File: config.mk
export PLATFORM = sky130hd
export DESIGN_NAME = block_led_shift
export DESIGN_NICKNAME = d
export VERILOG_FILES = /design/src/rtl/block_led_shift.sv
export SDC_FILE = /design/constraint.sdc
export NUM_CORES = 1
export LEC_CHECK = 0
export ABC_AREA = 1
export ABC_CLOCK_PERIOD_IN_PS = 3250
export CORE_UTILIZATION = 25
export CTS_CLUSTER_SIZE = 8
export DETAILED_ROUTE_END_ITERATION = 16
export SYNTH_ARGS = -nofsm -noshare
export SYNTH_HDL_FRONTEND = slang
export SYNTH_SLANG_ARGS = --single-unit
File: constraint.sdc
create_clock -name clk_50M -period 3.25 [get_ports clk_50M]
set_input_delay 0.325 -clock clk_50M [delete_from_list [all_inputs] [get_ports clk_50M]]
set_output_delay 0.325 -clock clk_50M [all_outputs]
set_load 0.02 [all_outputs]
File: src/rtl/block_led_shift.sv
// block_led_shift: board-level LED chaser on the 50 MHz system clock.
// A prescaler divides clk_50M down to a shift tick every SHIFT_DIV edges; an
// 8-bit one-hot pattern advances one position per tick and drives the LEDs
// straight from a register.
// Optional build macro: LEDSHIFT_BOUNCE_EN selects ping-pong (bounce) mode;
// without it the pattern rotates left.
module block_led_shift #(
    parameter int unsigned SHIFT_DIV = 12_500_000,
    parameter int unsigned CNT_W     = 24
) (
    input  logic       clk_50M,
    input  logic       reset,
    output logic [7:0] out
);

    typedef enum logic {
        DIR_LEFT  = 1'b0,
        DIR_RIGHT = 1'b1
    } dir_t;

    localparam logic [CNT_W-1:0] CNT_LAST = CNT_W'(SHIFT_DIV - 1);

    logic [CNT_W-1:0] cnt;
    logic             tick;
    dir_t             dir;

    assign tick = (cnt == CNT_LAST);

    // Prescaler: counts 0..SHIFT_DIV-1 and wraps on the tick edge.
    always_ff @(posedge clk_50M or negedge reset) begin
        if (!reset) begin
            cnt <= '0;
        end else if (tick) begin
            cnt <= '0;
        end else begin
            cnt <= cnt + CNT_W'(1);
        end
    end

    // LED pattern and direction: advance once per tick, recover to 0x01/left
    // whenever the pattern has lost its one-hot property.
    always_ff @(posedge clk_50M or negedge reset) begin
        if (!reset) begin
            out <= 8'h01;
            dir <= DIR_LEFT;
        end else if (tick) begin
            if (!$onehot(out)) begin
                out <= 8'h01;
                dir <= DIR_LEFT;
`ifdef LEDSHIFT_BOUNCE_EN
            // Direction flips on the same tick that lands on an end LED, so
            // each end is lit for exactly one tick.
            end else if (dir == DIR_LEFT) begin
                out <= {out[6:0], 1'b0};
                if (out[6]) begin
                    dir <= DIR_RIGHT;
                end
            end else begin
                out <= {1'b0, out[7:1]};
                if (out[1]) begin
                    dir <= DIR_LEFT;
                end
            end
`else
            // Rotate mode only ever moves left; a direction register that is
            // not "left" is treated like a corrupted pattern.
            end else if (dir != DIR_LEFT) begin
                out <= 8'h01;
                dir <= DIR_LEFT;
            end else begin
                out <= {out[6:0], out[7]};
            end
`endif
        end
    end

endmodule

==> run_results.csv <==
group,metric,value,unit
run_status,status,"finished with violations",
run_status,violated_checks,"negative setup slack",
clock_network,clock_insertion_delay_worst_skew,290,ps
final_layout,diodes,0,
grt,globalRouteOverflowTotal,0,
yosys,synth_commonest_cells,"nand2_1 (60), nor2_1 (48), inv_1 (39)",
timing,layout_setup_ws,-81.3,ps
yosys,asyncSetResetFlopFracSynth,1.00,
yosys,ys_seq_area_frac,0.407,
floorplanning,boundaryPins,10,
worst_setup_path,worst_ep_arrival_time,3550,ps
grt,number_of_antenna_violations_at_the_first_check_in_global_routing,0,
routing,routedWlPerCell,10.9,µm
worst_setup_path,worst_setup_path_startpoint,"out[0]",
placed_design,post-place-ws,-111,ps
yosys,synth.top_cell.area_share,0.393,
clock_network,tritoncts_clock_tree,"built",
yosys,ys.flop_type,"dfrtp_1",
power,leakage,1.10,nW
worst_setup_path,timing_worst_setup_path_type,"flop to flop",
clock_network,numCtsBuffers,5,
clock_network,cts.htree.levels,2,
worst_setup_path,worst-path-buf-inv,3,
worst_setup_path,ff2ff_setup_slack,-80,ps
worst_setup_path,crit_slowest_cell,"dfstp_2",
worst_setup_path,most_used_cell_cp,"fa_1",
timing,rsz0062_at_grt,"yes",
yosys,synth.most_common_cell,"nand2_1",
routing,remaining_drc_errors,0,
clock_network,clock_sink_count,32,
placed_design,place.port_buffers,9,
final_layout,nNetsFinal,284,
floorplanning,std_cell_rows,32,
yosys,gate_count_post_synth,253,
worst_setup_path,critical_path_cell_count,14,
worst_setup_path,cp-start-kind,"flop",
worst_setup_path,worst_ep_required,3470,ps
worst_setup_path,crit_end,"out[7]",
timing,final.period_utilization,1.03,
final_layout,finalInstanceArea,2360,µm²
timing,fin_skew,8.28,ps
timing,timing.slew.headroom,0.714,
yosys,synth_warnings,0,
routing,totalWireLength,4130,µm
worst_setup_path,worst_setup_path_end_kind,"flop",
grt,vias_in_the_first_global_route,1685,
worst_setup_path,critPathMaxFanout,7,
power,pwr_density_cell,311,nW/µm²
yosys,synthDistinctLibCells,26,
power,ir_worst_vdd,167,µV
final_layout,proportion_of_layout_cells_with_a_drive_suffix_above_1,0.175,
clock_network,worst_setup_hold_path_clk_slew,80,ps
placed_design,globalplace.congestion,0.850,
routing,viasPerCell,4.25,
yosys,post_synthesis_net_count,263,
worst_setup_path,critical_path.top_delay_family,"adder cells",
clock_network,clock_tree.root_cell,"clkbuf_8",
worst_setup_path,cp_cell_sequence,"inv_2 > fa_1 > fa_1 > fa_1 > inv_1 > ha_2 > inv_2 > fa_1 > nand2_2 > nor2_4 > nand2_4 > nor2_2 > nand2_1 > o21ai_1",
timing,timing.final.max_slew_violations,0,
timing,finalSetupViolations,8,
yosys,synth-edff-count,0,
timing,finalCriticalPeriod,3330,ps
floorplanning,coreArea,7690,µm²
timing,tightest_slew,429,ps
yosys,synth.largest_area_cell,"dfrtp_1",
worst_setup_path,r2r_cells,14,
worst_setup_path,rr_endpoint,"out[7]",
placed_design,dp_cells,367,
floorplanning,die-area,8250,µm²
routing,dr_total_vias,1602,
floorplanning,die_h,90.8,µm
yosys,synth.avg_cell_area,7.79,µm²
grt,grt_max_degree,33,
yosys,synth.cell_area,1970,µm²
yosys,yosys_register_bits,32,
floorplanning,initial_core_util,0.257,
routing,starting_drc_count_in_detailed_routing,89,
final_layout,final_core_utilization,0.306,
final_layout,area_overhead_vs_synth,19.5,%
placed_design,placedInstanceArea,2210,µm²
clock_network,cts_hold_buffers,0,
yosys,netlist_top_cells_area,"dfrtp_1 (39%), nand2_1 (11%), nor2_1 (9.1%), inv_1 (7.4%), fa_1 (4.1%)",
final_layout,number_of_standard_cells_in_the_layout_taps_in_and_fillers_out,377,
grt,grtUsageTotal,0.113,
worst_hold_path,class_of_the_tightest_hold_or_removal_check,"input port to asynchronous set/reset pin",
timing,hold_violations,0,
routing,drt-pass1-iter-count,4,
clock_network,max-clock-path-buffers,2,
routing,ant_nets,0,
worst_setup_path,cp_slowest_stage_delay,540,ps
placed_design,detailedPlacementHpwl,3060,µm
timing,maxClockFrequency,0.300,GHz
worst_setup_path,regToRegStartpoint,"out[0]",
grt,grt_first_pass_wirelength,7510,µm
flow_run,max-cap-violations,0,
floorplanning,die-width,90.8,µm
==> cells by family (layout without fill, tap and decap cells) <==
kind of cell / after synthesis / count (layout) / share of synthesized area
AOI/OAI and AO/OA: 15 / 15 / 0.0508
xor gates and xnor gates: 10 / 10 / 0.0444
adders and majority gates: 8 / 8 / 0.0660
buffers and inverters: 41 / 63 / 0.0819
DFF: 32 / 32 / 0.407
and+or+nand+nor: 147 / 147 / 0.350
==> area by class of cell <==
cell class | instances | area, µm²
Multi-Input combinational cell | 180 | 1050
Clock inverter | 2 | 10.0
Fill cell | 841 | 5330
Sequential cell | 32 | 802
Inverter | 40 | 150
Tap cell | 102 | 128
Clock buffer | 6 | 82.6
Timing Repair Buffer | 15 | 135
==> metal layers <==
metal,GRT usage,wire length (µm)
met4,0.0278,38
met3,0.0278,167
met2,0.186,1880
met1,0.147,2040
met5,0,0
==> sequential cells by signal, summed over array words and instances, names as in the netlist <==
register / cells
cnt: 24
out: 8
==> placed cells by master, fill, tap and decap left out, types with 3 or more instances in the layout <==
| master | count |
|---|---|
| a21oi_1 | 5 |
| buf_4 | 6 |
| clkbuf_8 | 6 |
| clkdlybuf4s50_1 | 9 |
| dfrtp_1 | 31 |
| fa_1 | 4 |
| ha_1 | 3 |
| inv_1 | 37 |
| inv_2 | 3 |
| nand2_1 | 57 |
| nand2_2 | 5 |
| nand3_1 | 12 |
| nand4_1 | 9 |
| nor2_1 | 44 |
| nor2_2 | 5 |
| nor2_4 | 7 |
| o21ai_2 | 6 |
| xor2_1 | 9 |
==> worst reg2reg max path: cells and delay by family (launching register included) <==
kind / cells / cell delay (ps)
compound gates: 1 / 80
fa+ha+maj: 5 / 2040
buf+inv: 3 / 150
flops: 1 / 540
simple gates: 5 / 460
==> stage by stage <==
stage | power [W] | TNS [ps] | hold WS, ps
after floorplan | 0.000406 | -2.38 | 29.4
after global placement | 0.000416 | -222 | 448
after detailed placement | 0.000417 | -636 | 468
after CTS | 0.000741 | -781 | 462
after global routing | 0.000760 | -1910 | 496
final | 0.000733 | -524 | 448
==> worst min-delay path by stage <==
stage / end / slack (ps) / start / depth (start not counted)
final: cnt[7] / 450 / reset / 2
after global routing: cnt[20] / 500 / reset / 2
after CTS: out[2] / 460 / reset / 2
after detailed placement: cnt[0] / 470 / cnt[0] / 1
after global placement: cnt[0] / 450 / cnt[0] / 1
after floorplan: cnt[0] / 30 / reset / 0
==> what timing repair did <==
item | 4_1_cts | 5_1_grt
resized for setup | 2 | 9
setup endpoints to repair | 7 | 8
buffers inserted | 1 | 1
gates cloned | 0 | 0
pin swaps | 7 | 2
==> where the power goes <==
| group | internal (W) | total [W] | switching (W) |
|---|---|---|---|
| Combinational | 0.00000184 | 0.00000982 | 0.00000798 |
| Sequential | 0.000398 | 0.000398 | 0 |
| Clock | 0.000169 | 0.000325 | 0.000156 |
| Total | 0.000569 | 0.000733 | 0.000164 |
Power figures use the tool's default switching activity.
